**config.mk**
```make
export PLATFORM = sky130hd
export DESIGN_NAME = fdiv_seq
export DESIGN_NICKNAME = d
export VERILOG_FILES = /design/src/rtl/fpu_pkg.sv /design/src/rtl/fdiv_round.sv /design/src/rtl/fdiv_seq.sv
export SDC_FILE = /design/constraint.sdc
export NUM_CORES = 1
export LEC_CHECK = 0
export CORE_ASPECT_RATIO = 1.25
export CORE_MARGIN = 5
export CORE_UTILIZATION = 60
export CTS_BUF_LIST = sky130_fd_sc_hd__clkbuf_4 sky130_fd_sc_hd__clkbuf_8
export CTS_CLUSTER_SIZE = 25
export DETAILED_ROUTE_END_ITERATION = 10
export PLACE_DENSITY = 0.93
export SYNTH_ARGS = -nofsm -noshare
export SYNTH_HDL_FRONTEND = slang
export SYNTH_HIERARCHICAL = 1
export SYNTH_SLANG_ARGS = --single-unit
```
**constraint.sdc**
```tcl
create_clock -name clk -period 11.05 [get_ports clk]
set_input_delay 1.105 -clock clk [delete_from_list [all_inputs] [get_ports clk]]
set_output_delay 1.105 -clock clk [all_outputs]
set_load 0.01 [all_outputs]
```
**src/rtl/fpu_pkg.sv**
```systemverilog
// fpu_pkg: shared FPU constants, binary32 field struct, divider state
// encoding, special-result class and operand classification.
package fpu_pkg;

  localparam int EXP_W    = 8;
  localparam int MANT_W   = 23;
  localparam int EXP_BIAS = 127;
  localparam int EXP_MAX  = 255;
  localparam int QBITS    = 26;
  localparam logic [31:0] QNAN = 32'h7FC0_0000;

  typedef struct packed {
    logic              sign;
    logic [EXP_W-1:0]  exp;
    logic [MANT_W-1:0] mant;
  } fp32_t;

  typedef enum logic [1:0] {IDLE, DIV, ROUND, DONE} fdiv_state_t;

  typedef enum logic [1:0] {CLS_NORM, CLS_ZERO, CLS_INF, CLS_NAN} fp_class_t;

  // Result override chosen at operand decode; SP_NONE uses the datapath.
  typedef enum logic [1:0] {SP_NONE, SP_NAN, SP_INF, SP_ZERO} spec_t;

  // Denormals (exp 0) are treated as zero.
  function automatic fp_class_t classify(input fp32_t f);
    if (f.exp == '0)
      return CLS_ZERO;
    else if (f.exp == EXP_W'(EXP_MAX))
      return (f.mant == '0) ? CLS_INF : CLS_NAN;
    else
      return CLS_NORM;
  endfunction

endpackage

```
**src/rtl/fdiv_round.sv**
```systemverilog
// fdiv_round: combinational RNE rounding and result packing.
// Ports:
//   sign   - result sign
//   e      - biased result exponent before rounding (signed 10-bit)
//   q      - raw quotient, q[QBITS-1] is the hidden one
//   sticky - remainder non-zero
//   spec   - special-case override class
//   fin    - both operand exponents below 255
//   y      - packed binary32 result
//   ovf    - result exponent saturated with finite operands
module fdiv_round
  import fpu_pkg::*;
(
  input  logic              sign,
  input  logic signed [9:0] e,
  input  logic [QBITS-1:0]  q,
  input  logic              sticky,
  input  spec_t             spec,
  input  logic              fin,
  output logic [31:0]       y,
  output logic              ovf
);

  logic [MANT_W-1:0] mant;
  logic              guard;
  logic              st;
  logic              inc;
  logic [MANT_W:0]   mant_sum;
  logic signed [9:0] e_r;
  logic              unused_msb;

  assign unused_msb = q[QBITS-1];

  always_comb begin
    mant     = q[QBITS-2:2];
    guard    = q[1];
    st       = q[0] | sticky;
    inc      = guard & (st | mant[0]);
    // Carry-out leaves mant_sum[MANT_W-1:0] at zero, which is the wanted mantissa.
    mant_sum = {1'b0, mant} + {{MANT_W{1'b0}}, inc};
    e_r      = e + $signed({9'd0, mant_sum[MANT_W]});

    y = '0;
    unique case (spec)
      SP_NAN:  y = QNAN;
      SP_INF:  y = {sign, 8'hFF, {MANT_W{1'b0}}};
      SP_ZERO: y = {sign, 31'd0};
      default: begin
        if (e_r >= 10'sd255)
          y = {sign, 8'hFF, {MANT_W{1'b0}}};
        else if (e_r <= 10'sd0)
          y = {sign, 31'd0};
        else
          y = {sign, e_r[7:0], mant_sum[MANT_W-1:0]};
      end
    endcase

    ovf = fin & (y[30:23] == 8'hFF);
  end

endmodule

```
**src/rtl/fdiv_seq.sv**
```systemverilog
// fdiv_seq: iterative binary32 divider y = x1 / x2, radix-2 restoring,
// one quotient bit per cycle, constant latency for all operand classes.
// Ports:
//   clk, rst            - clock, synchronous active-high reset
//   in_valid, in_ready  - operand handshake (ready only when idle)
//   x1, x2              - dividend, divisor
//   out_valid, out_ready- result handshake
//   y, ovf, dbz         - quotient, overflow flag, divide-by-zero flag
//
// state | meaning
// IDLE  | waiting for operands, in_ready=1
// DIV   | QBITS recurrence steps, counter 0..QBITS-1
// ROUND | round and register result
// DONE  | out_valid=1, hold result until out_ready
module fdiv_seq
  import fpu_pkg::*;
(
  input  logic        clk,
  input  logic        rst,
  input  logic        in_valid,
  output logic        in_ready,
  input  logic [31:0] x1,
  input  logic [31:0] x2,
  output logic        out_valid,
  input  logic        out_ready,
  output logic [31:0] y,
  output logic        ovf,
  output logic        dbz
);

  fdiv_state_t state, state_nxt;

  fp32_t             a, b;
  fp_class_t         ca, cb;
  logic [MANT_W:0]   ma_in, mb_in;
  logic              norm_in;
  logic signed [9:0] e_in;
  spec_t             spec_in;
  logic              dbz_in;

  logic [4:0]        cnt;
  logic              sign_q;
  logic signed [9:0] exp_q;
  logic [MANT_W:0]   mb_q;
  logic [MANT_W+1:0] rem_q;
  logic [QBITS-1:0]  q_q;
  spec_t             spec_q;
  logic              fin_q;
  logic              dbz_q;

  logic              ge;
  logic [MANT_W+1:0] rem_sub;
  logic [MANT_W+1:0] rem_nxt;
  logic [31:0]       y_rnd;
  logic              ovf_rnd;

  assign a  = x1;
  assign b  = x2;
  assign ca = classify(a);
  assign cb = classify(b);

  always_comb begin
    ma_in   = {1'b1, a.mant};
    mb_in   = {1'b1, b.mant};
    norm_in = (ma_in < mb_in);
    e_in    = $signed({2'b00, a.exp}) - $signed({2'b00, b.exp})
            + 10'sd127 - $signed({9'd0, norm_in});

    spec_in = SP_NONE;
    dbz_in  = 1'b0;
    if (ca == CLS_NAN || cb == CLS_NAN ||
        (ca == CLS_ZERO && cb == CLS_ZERO) ||
        (ca == CLS_INF && cb == CLS_INF))
      spec_in = SP_NAN;
    else if (ca == CLS_INF)
      spec_in = SP_INF;
    else if (cb == CLS_INF || ca == CLS_ZERO)
      spec_in = SP_ZERO;
    else if (cb == CLS_ZERO) begin
      spec_in = SP_INF;
      dbz_in  = 1'b1;
    end
  end

  // Remainder stays below 2*mb, so the shift after subtraction never overflows.
  always_comb begin
    ge      = (rem_q >= {1'b0, mb_q});
    rem_sub = ge ? (rem_q - {1'b0, mb_q}) : rem_q;
    rem_nxt = {rem_sub[MANT_W:0], 1'b0};
  end

  always_ff @(posedge clk) begin
    if (rst) state <= IDLE;
    else     state <= state_nxt;
  end

  always_comb begin
    state_nxt = state;
    in_ready  = 1'b0;
    out_valid = 1'b0;
    unique case (state)
      IDLE: begin
        in_ready = 1'b1;
        if (in_valid) state_nxt = DIV;
      end
      DIV:   if (cnt == 5'(QBITS-1)) state_nxt = ROUND;
      ROUND: state_nxt = DONE;
      DONE: begin
        out_valid = 1'b1;
        if (out_ready) state_nxt = IDLE;
      end
      default: state_nxt = IDLE;
    endcase
  end

  always_ff @(posedge clk) begin
    if (rst) begin
      cnt    <= '0;
      sign_q <= 1'b0;
      exp_q  <= '0;
      mb_q   <= '0;
      rem_q  <= '0;
      q_q    <= '0;
      spec_q <= SP_NONE;
      fin_q  <= 1'b0;
      dbz_q  <= 1'b0;
      y      <= '0;
      ovf    <= 1'b0;
      dbz    <= 1'b0;
    end else begin
      unique case (state)
        IDLE: if (in_valid) begin
          cnt    <= '0;
          sign_q <= a.sign ^ b.sign;
          exp_q  <= e_in;
          mb_q   <= mb_in;
          rem_q  <= norm_in ? {ma_in, 1'b0} : {1'b0, ma_in};
          q_q    <= '0;
          spec_q <= spec_in;
          fin_q  <= (a.exp != 8'hFF) && (b.exp != 8'hFF);
          dbz_q  <= dbz_in;
        end
        DIV: begin
          rem_q <= rem_nxt;
          q_q   <= {q_q[QBITS-2:0], ge};
          cnt   <= cnt + 5'd1;
        end
        ROUND: begin
          y   <= y_rnd;
          ovf <= ovf_rnd;
          dbz <= dbz_q;
        end
        default: ;
      endcase
    end
  end

  fdiv_round u_round (
    .sign   (sign_q),
    .e      (exp_q),
    .q      (q_q),
    .sticky (rem_q != '0),
    .spec   (spec_q),
    .fin    (fin_q),
    .y      (y_rnd),
    .ovf    (ovf_rnd)
  );

endmodule

```
; ---- Word level (Yosys, flattened, before mapping)
; Index checks and enable logic that the tools add are counted.
[word_totals]
regBits = 130
latchBits = 0
mem_bits_rw = 0
mem_bits_ro = 0
in_bits = 68
output_inout_bits = 36
word_cells = 98
mem_count = 0
[classes]
addsub = 7
multipliers = 0
div_mod_pow = 0
order_cmp = 4
n_eq_ne = 21
n_shift = 0
n_mux = 31
bitwise_logic = 5
n_reduce_logical = 17
[op_table]
columns = op, n
row1 = 25-bit case mux with 2 select lines, 2
row2 = 32-bit case mux with 3 select lines, 1
row3 = 25-bit two-way mux, 3
row4 = 31-bit two-way mux, 2
row5 = 23-bit logical NOT, 2
row6 = 25-bit by 24-bit >= comparator with 1-bit output, 1
row7 = 25-bit nonzero test, 1
row8 = 23-bit by 1-bit adder with 24-bit output, 1
row9 = 8-bit equality test (second input constant), 3
row10 = 24-bit less-than comparator, 1
row11 = 24-bit two-way mux, 1
row12 = 24-bit subtractor, 1
row13 = 2-bit two-way mux, 11
row14 = 2-bit equality test (second input constant), 8
row15 = 8-bit logical NOT, 2
row16 = 8-bit != test (second input constant), 2
row17 = 10-bit by 2-bit adder with 10-bit output, 1
row18 = 9-bit by 8-bit adder with 10-bit output (second input constant), 1
row19 = 10-bit by 9-bit >= comparator with 1-bit output (second input constant), 1
row20 = 10-bit by 1-bit less-or-equal comparator with 1-bit output (second input constant), 1
row21 = 5-bit case mux with 2 select lines, 1
row22 = 10-bit by 2-bit subtractor with 10-bit output, 1
row23 = 8-bit by 8-bit subtractor with 9-bit output, 1
row24 = 2-bit by 1-bit equality test with 1-bit output (second input constant), 4
row25 = other kinds (15), 32

; ---- Depth between registers and ports, before layout
[logic_depth]
ltp_word = 12
mapped_depth = 19
ltp_nobuf = 19

; ---- Hierarchy
; Netlist, hierarchy kept.
[by_module_without_submodules]
columns = module, instances, cells_per_inst, area_each_um2, seq_area_each_um2
row1 = fdiv_seq, 1, 997, 8011.4, 2622.5
row2 = fdiv_round, 1, 163, 1196.1, 0.0

; ---- Worst setup path after synthesis
; No wires, ideal clock.
[synth_timing]
path_type = input -> register
startpoint = input port x2[17]
endpoint = register exp_q[9]
setup_ps = 65
arrival_ps = 4737
required_time_ps = 10985
path_slack_ps = 6248
cell_stages = 19
n_path_buf = 0
cell_sequence = inv_1 > ha_1 > a21o_1 > a21o_1 > a2111oi_0 > o211ai_1 > a211oi_4 > inv_1 > ha_1 > ha_1 > fa_1 > a21o_1 > a21oi_1 > nor2b_1 > o21ai_0 > nand2b_1 > a2111oi_0 > a21oi_1 > nor2_1
[synth_via]
elab_chain_cells = 2
[synth_rtl]
columns = element, line
row1 = start: declaration, fdiv_seq.sv:23  ; input logic [31:0] x2,
row2 = 24-bit less-than comparator, fdiv_seq.sv:65  ; norm_in = (ma_in < mb_in);
row3 = 10-bit by 2-bit subtractor with 10-bit output, fdiv_seq.sv:67  ; + 10'sd127 - $signed({9'd0, norm_in});
row4 = end signal: assignment, fdiv_seq.sv:135  ; exp_q <= e_in;
row5 = end: declaration, fdiv_seq.sv:43  ; logic signed [9:0] exp_q;
; Every way passes these cells.
; A chain may end at the register's enable or synchronous reset.

; ---- Worst setup path in the final report
; Same ends and word-level chain as after synthesis.

==> run summary <==
status = finished clean
Final #Nets = 1,375
DR vias = 8,858
data arrival time of the worst path = 5.71 ns
kind of critical path = in2reg
CP max-delay cell = clkdlybuf4s50_1
share of layout cells above drive strength 1 = 6.52%
CTS tree = done
CORE AREA = 0.0150 mm²
Finished Core Util = 70.5%
Reg clk slew, reported paths = 0.08 ns
syn avg cell area = 7.93 µm²
FMAX = 0.188 GHz
die boundary width = 121 µm
Die Ht = 148 µm
vias in the first global route = 8,712
Yosys warning total = 6
Post-CTS Setup Bufs = 0
# diodes = 0
Die Area = 0.0179 mm²
RR Endpoint = rem_q[17]
first-pass GRT wire length = 40,900 µm
Synthesized Nets = 1,303
I/O Buffers = 103
Post-Syn Area = 0.00918 mm²
worst vdd ir = 0.141 mV
RSZ-0062 raised after global routing = no
Post-CTS Resized = 0
WL final = 25,300 µm
Crit. End Element = register
power density cells = 261 mW/mm²
Layout area overhead = 15.4%
Bufs and invs on worst path = 3
drt drc = 0
H-tree depth = 4
R2R Setup Slk = 6.87 ns
Vias/cell = 6.22
Root Driver = clkbuf_8
fin crit period = 5.33 ns
TritonCTS Buffers = 17
# rows = 50
CP Cell Sequence = clkdlybuf4s50_1 > inv_1 > ha_1 > a21o_1 > a21o_1 > a2111oi_0 > o211ai_1 > a211oi_4 > inv_1 > ha_1 > ha_1 > fa_1 > a21o_1 > a21oi_1 > nor2b_1 > o21ai_0 > nand2b_1 > a2111oi_0 > a21oi_1 > nor2_1
TNS Setup = 0 ns
hold path cells = 2
aggregate global routing overflow = 0
initial antenna violation count = 0
cts hold-fix bufs = 0
Final Max Tran Viols = 0
Leak = 4.25 nW
total power = 2.77 mW
initial core utilization = 61.1%
Mapped Cells = 1,157
DP HPWL = 18,700 µm
final setup violation count = 0
CTS Sinks = 130
crit-path max FO = 4
Worst R2R Start = mb_q[1]
clk buf depth = 2
period utilization = 48.2%
largest net degree at the start of global routing = 101
DR WL/cell = 17.8 µm
Startpoint Class = primary input
Reg2Reg Depth = 12
worst setup path endpoint = exp_q[9]
Crit path depth = 20
CP peak stage delay = 0.54 ns
Worst Setup SP = x2[17]
Clock Latency Late Sink = 0.46 ns
ANT nets after route = 0
Hold Vio Cnt, Final = 0
GRT Resource Usage Total = 28.0%
# IOs = 104
DR pass1 iterations = 6
MaxCap Viol Count = 0
crit-path leading delay family = compound AO/OA/AOI/OAI gates
Worst Skew = 0.0177 ns
drt first-iter violations = 742
Rel. slew slack = 23.2%
gpl congestion = 0.966
min-delay worst type = reg2reg
worst-margin pin slew = 1.15 ns
critical path data required time = 11.43 ns
[tightest hold or removal path, stage by stage (launching register included)]
cell and delay [ns]:
dfxtp_1 0.31, nand2_1 0.05, a21oi_1 0.05
[area by class of cell]
cell class                      instances  area, µm²
Tap cell                              182        228
Inverter                               86        323
Timing Repair Buffer                  111       1090
Multi-Input combinational cell        883       5980
Clock buffer                           18        241
Sequential cell                       130       2600
Fill cell                            1159       4430
Clock inverter                         14        126
[where the power goes]
part	switching (mW)	internal, mW
combinational	1.06	0.663
clock	0.207	0.183
sequential	0.0936	0.557
[flip-flops by register name (all words and copies together) (netlist names)]
register / cells
y: 32
dbz_q: 1
rem_q: 25
sign_q: 1
q_q: 25
state: 2
dbz: 1
fin_q: 1
mb_q: 24
spec_q: 2
exp_q: 10
cnt: 5
ovf: 1
[cells in the final DEF (no fill, tap or decap), drive strengths merged, types with 24 or more instances in the layout]
master,instances
nor4,25
o21ai,32
nand2,120
mux2i,63
nor3,44
dfxtp,130
ha,75
a21oi,85
nand3,24
a22oi,26
xor2,32
nor2,140
xnor2,26
clkdlybuf4s50,102
inv,92
nand4,27
[worst min path at each step]
stage / startpoint / end / slack, ns
4_1_cts: mb_q[22] / mb_q[22] / 0.46
2_1_floorplan: fin_q / fin_q / 0.43
6_report: mb_q[22] / mb_q[22] / 0.46
3_5_place_dp: mb_q[22] / mb_q[22] / 0.45
3_3_place_gp: mb_q[8] / mb_q[8] / 0.44
5_1_grt: mb_q[20] / mb_q[20] / 0.47
[through the flow]
step                cell area, µm²  hold slack [ns]  setup slack (ns)  cells
finish                       10600            0.456              5.72   1424
global route                 10600            0.474              5.51   1424
CTS                          10600            0.458              5.71   1424
detailed placement           10200            0.448              5.39   1392
global placement             10200            0.442              5.46   1392
floorplan                     9180            0.427              6.25   1157
[layer usage]
| layer | GRT usage [%] | part of all wire [%] |
|---|---|---|
| met1 | 30.4 | 38 |
| met2 | 51.0 | 50 |
| met3 | 4.72 | 6.0 |
| met4 | 16.0 | 5.5 |
| met5 | 0 | 0 |
Note: power is estimated with default switching activity, not from simulation.
==> edit 1, RTL diff (same settings) <==
Reset style: asynchronous (`rst`), changed in 2 clocked blocks. Comments in the files are not updated.
--- a/src/rtl/fdiv_seq.sv
+++ b/src/rtl/fdiv_seq.sv
@@ -89,7 +89,7 @@
     rem_nxt = {rem_sub[MANT_W:0], 1'b0};
   end
 
-  always_ff @(posedge clk) begin
+  always_ff @(posedge clk or posedge rst) begin
     if (rst) state <= IDLE;
     else     state <= state_nxt;
   end
@@ -113,7 +113,7 @@
     endcase
   end
 
-  always_ff @(posedge clk) begin
+  always_ff @(posedge clk or posedge rst) begin
     if (rst) begin
       cnt    <= '0;
       sign_q <= 1'b0;
Behaviour: differs if rst is asserted again (counterexample within 4 cycles, from zero or initial values and one cycle with rst high); with rst held inactive, the same outputs for 10 cycles.
==> edit 1 against the original RTL <==
- synthesized area is 3.1% higher
- core utilization about the same
- highest routed layer unchanged
- worst setup slack improved by 180 ps
- sequential share of layout area rose by 5.2 points
- maximum frequency rose by 3.6%
- wire length is 2.2% lower
- total power increased by 3.5%
- critical path depth down 2
- final cell count decreased by 6.3%
- final area increased by 3.3%
- sequential cell count is the same
- global-route usage down 0.19 points
==> edit 1: results <==
group,metric,value,unit
pwr,ir_drop,153,uV
placement,place_hpwl,19000,um
route,drt_iter0_markers,707,
clocking,cts_resized,0,
placement,gp_congestion,0.944,
worst_hold_path,hp-class,"flip-flop to flip-flop",
worst_setup_path,critPathMaxFanout,26,
worst_setup_path,critPathSlowestCell,"nand2_2",
route,routed-via-count,8410,
sta,fin_worst_skew,11.3,ps
clocking,cts_max_path_buffers,2,
worst_setup_path,slowest_delay,520,ps
global_routing,grt_pass1_wl,40700,um
worst_setup_path,reg2reg_slack,7210,ps
global_routing,grt_pass1_vias,8420,
final_layout,drive_gt1_share,12.0,%
run_status,status,"finished, final reports clean",
clocking,cts_setup_buffers,0,
yosys,syn_nets,1174,
pwr,p_leak,4.83,nW
sta,max_slew.worst_pin.slew,1090,ps
global_routing,grt_use_total,27.8,%
global_routing,antenna_found_initial,0,
sta,hold_slack,455,ps
final_layout,final_nets,1255,
route,wl_per_cell,18.5,um
final_layout,reg_top3,"y: 32 flops, q_q: 25 flops, rem_q: 25 flops",
route,drt-pass1-iter-count,8,
global_routing,grt_max_degree,76,
==> edit 1: layout make-up <==
| type | count | area (um2) |
|---|---|---|
| multi-input cells | 767 | 5650 |
| well taps | 212 | 265 |
| inverters | 84 | 318 |
| fillers | 1130 | 4570 |
| repair buffers | 109 | 1080 |
| clock inverters | 9 | 72.6 |
| clock buffers | 23 | 304 |
| flip-flops and latches | 130 | 3250 |
==> edit 1: worst max-delay path: cells and delay by family <==
kind / cells / cell delay (ps)
AO/OA/AOI/OAI: 8 / 1820
adder cells (fa/ha/maj): 4 / 1110
buffers and inverters: 3 / 670
AND/OR/NAND/NOR: 3 / 770
==> edit 1: report_power, final <==
| part | total (mW) | leakage [nW] | switching (mW) | internal [mW] |
|---|---|---|---|---|
| clock | 0.383 | 0.190 | 0.196 | 0.187 |
| combinational | 1.73 | 2.98 | 1.03 | 0.703 |
| sequential | 0.753 | 1.66 | 0.135 | 0.618 |
==> edit 1: metrics by stage <==
stage	worst slack (ps)	instance area (um2)	total power [mW]	util [%]	cells
floorplan	6480	9460	2.07	-	1028
global placement	5760	10600	2.40	68.1	1302
detailed placement	5590	10600	2.45	68.1	1302
CTS	5960	10900	2.84	70.6	1334
global route	5590	10900	3.09	70.6	1334
finish	5900	10900	2.87	70.6	1334
==> edit 1: worst paths after layout <==
check | end | cells past startpoint | start
setup / recovery | exp_q[9] | 18 | x2[15]
hold / removal | mb_q[23] | 2 | mb_q[23]
setup reg to reg | y[24] | 13 | q_q[4]
hold reg to reg | mb_q[23] | 2 | mb_q[23]
max in group asynchronous | mb_q[0] | 3 | rst
min in group asynchronous | y[23] | 2 | rst
==> edit 1: routing by layer <==
metal	GRT usage, %	wire length [um]	share of wire [%]
met1	32.0	9430	38
met2	49.1	12600	51
met3	4.43	1540	6.2
met4	15.0	1200	4.9
met5	0	0	0
==> edit 2, RTL diff (same settings) <==
Without the edit above. The package constant `EXP_MAX` goes from 255 to 128.
--- a/src/rtl/fpu_pkg.sv
+++ b/src/rtl/fpu_pkg.sv
@@ -5,7 +5,7 @@
   localparam int EXP_W    = 8;
   localparam int MANT_W   = 23;
   localparam int EXP_BIAS = 127;
-  localparam int EXP_MAX  = 255;
+  localparam int EXP_MAX  = 128;
   localparam int QBITS    = 26;
   localparam logic [31:0] QNAN = 32'h7FC0_0000;
 
Formal check against the unedited RTL: same outputs for any inputs over 10 cycles, from zero or initial values and one cycle with rst high; that may be too few to reach the edited logic, so the function may still have changed.
==> edit 2 against the original RTL <==
- first-iteration DRC count rose by 0.67%
- worst setup slack gained 350 ps
- sequential cell count unchanged
- synthesized area rose by 0.40%
- final area increased by 0.39%
- combinational power shrank 2%
- global-route usage is 0.053 points higher
- wire length up 1.2%
- total power down 1.8%
- core utilization increased by 0.28 points
- count of clock-buffer cells in the layout up 4
- critical endpoint unchanged
==> edit 2: results <==
group,metric,value,unit
run_status,status,"finished, final reports clean",
clocking,cts_setup_buffers,0,
final_layout,final_nets,1374,
clocking,cts_max_path_buffers,2,
pwr,p_leak,4.26,nW
clocking,path_clk_slew,80,ps
sta,max_slew.worst_pin.slew,1380,ps
worst_setup_path,reg2reg_slack,7230,ps
worst_setup_path,ff2ff_path_depth,13,
worst_hold_path,hp-class,"flip-flop to flip-flop",
worst_setup_path,critPathMaxFanout,27,
clocking,postCtsHoldBufs,0,
worst_setup_path,startpoint,"x2[2]",
worst_setup_path,r2r-end,"y[22]",
die,rows,50,
clocking,cts_inserted_buffers,17,
final_layout,drive_gt1_share,7.26,%
placement,port_buffers,103,
route,drt-pass1-iter-count,5,
placement,place_hpwl,18800,um
final_layout,reg_top3,"y: 32 flops, q_q: 25 flops, rem_q: 25 flops",
worst_setup_path,cp.arrival,5380,ps
route,routed-via-count,8946,
route,drt_iter0_markers,747,
pwr,ir_drop,150,uV
global_routing,grt_use_total,28.1,%
sta,fin_worst_skew,13.7,ps
global_routing,grt_pass1_vias,8578,
worst_setup_path,crit_path_end,"exp_q[9]",
clocking,ctsRootBufferMaster,"clkbuf_8",
worst_setup_path,reg2reg_from,"q_q[4]",
clocking,cts_resized,0,
final_layout,n_fill_cell,1144,
global_routing,grt_max_degree,59,
route,wirelength,25600,um
clocking,cts-htree-levels,4,
clocking,clk_latency,470,ps
yosys,syn_nets,1298,
placement,gp_congestion,0.999,
yosys,yosys_warnings,6,
global_routing,antenna_found_initial,1,
global_routing,grt_pass1_wl,40900,um
==> edit 2: changes by cell type in the layout (fill, tap and decap cells not counted), moves of 6 or more <==
cell	before	now
nand2_1	119	112
a211oi_1	21	7
inv_6	6	0
o21ai_0	29	40
mux2i_1	63	52
mux2_2	3	11
a22oi_1	26	34
a21oi_1	85	91
a21o_1	15	25
nor2_1	140	127
==> edit 2: layout make-up <==
cell class              count  area (um2)  area share [%]
flip-flops and latches    130        2600            24.5
clock buffers              22         278            2.61
inverters                  89         334            3.14
clock inverters             8        83.8           0.789
diodes                      1        2.50          0.0235
well taps                 182         228            2.14
repair buffers            111        1090            10.2
multi-input cells         879        6010            56.6
==> edit 2: metrics by stage <==
step	total power, mW	util (%)	setup WS, ps	cells	area, um2
floorplan	1.93	-	6500	1152	9210
global placement	2.22	68.4	5820	1391	10300
detailed placement	2.27	68.4	5670	1391	10300
CTS	2.67	70.8	6140	1421	10600
global route	2.89	70.8	5740	1422	10600
finish	2.72	70.8	6070	1422	10600
==> edit 2: how the worst min path moves through the flow <==
stage	from	end	slack, ps	cells past startpoint
floorplan	exp_q[6]	exp_q[6]	430	2
global placement	dbz_q	dbz_q	440	2
detailed placement	mb_q[8]	mb_q[8]	450	2
CTS	mb_q[8]	mb_q[8]	460	2
global route	mb_q[20]	mb_q[20]	480	2
finish	mb_q[3]	mb_q[3]	460	2
==> edit 2: power breakdown <==
| group | switching [mW] | internal (mW) |
|---|---|---|
| clock network | 0.192 | 0.191 |
| registers | 0.0924 | 0.551 |
| logic | 1.05 | 0.647 |
| total | 1.33 | 1.39 |
==> edit 2: critical path, stage by stage <==
cell	delay, ps
clkdlybuf4s50_1	490
inv_1	50
ha_1	290
a21o_1	180
a31oi_1	120
o21ai_0	100
a221o_1	350
a211oi_4	200
buf_4	380
inv_1	150
ha_1	210
ha_1	190
inv_1	70
fa_1	180
nor2b_1	70
o21ai_0	200
a21boi_0	150
o21ai_0	180
nand2b_1	100
a2111oi_0	440
a21oi_1	80
nor2_1	90
==> edit 2: per-layer routing <==
| metal | global-route usage (%) | vias up | share of wire [%] |
|---|---|---|---|
| met5 | 0 | - | 0 |
| met4 | 17.7 | 0 | 5.7 |
| met3 | 5.29 | 124 | 7.3 |
| met2 | 47.9 | 413 | 48 |
| met1 | 32.0 | 4159 | 39 |
| li1 | - | 4250 | - |
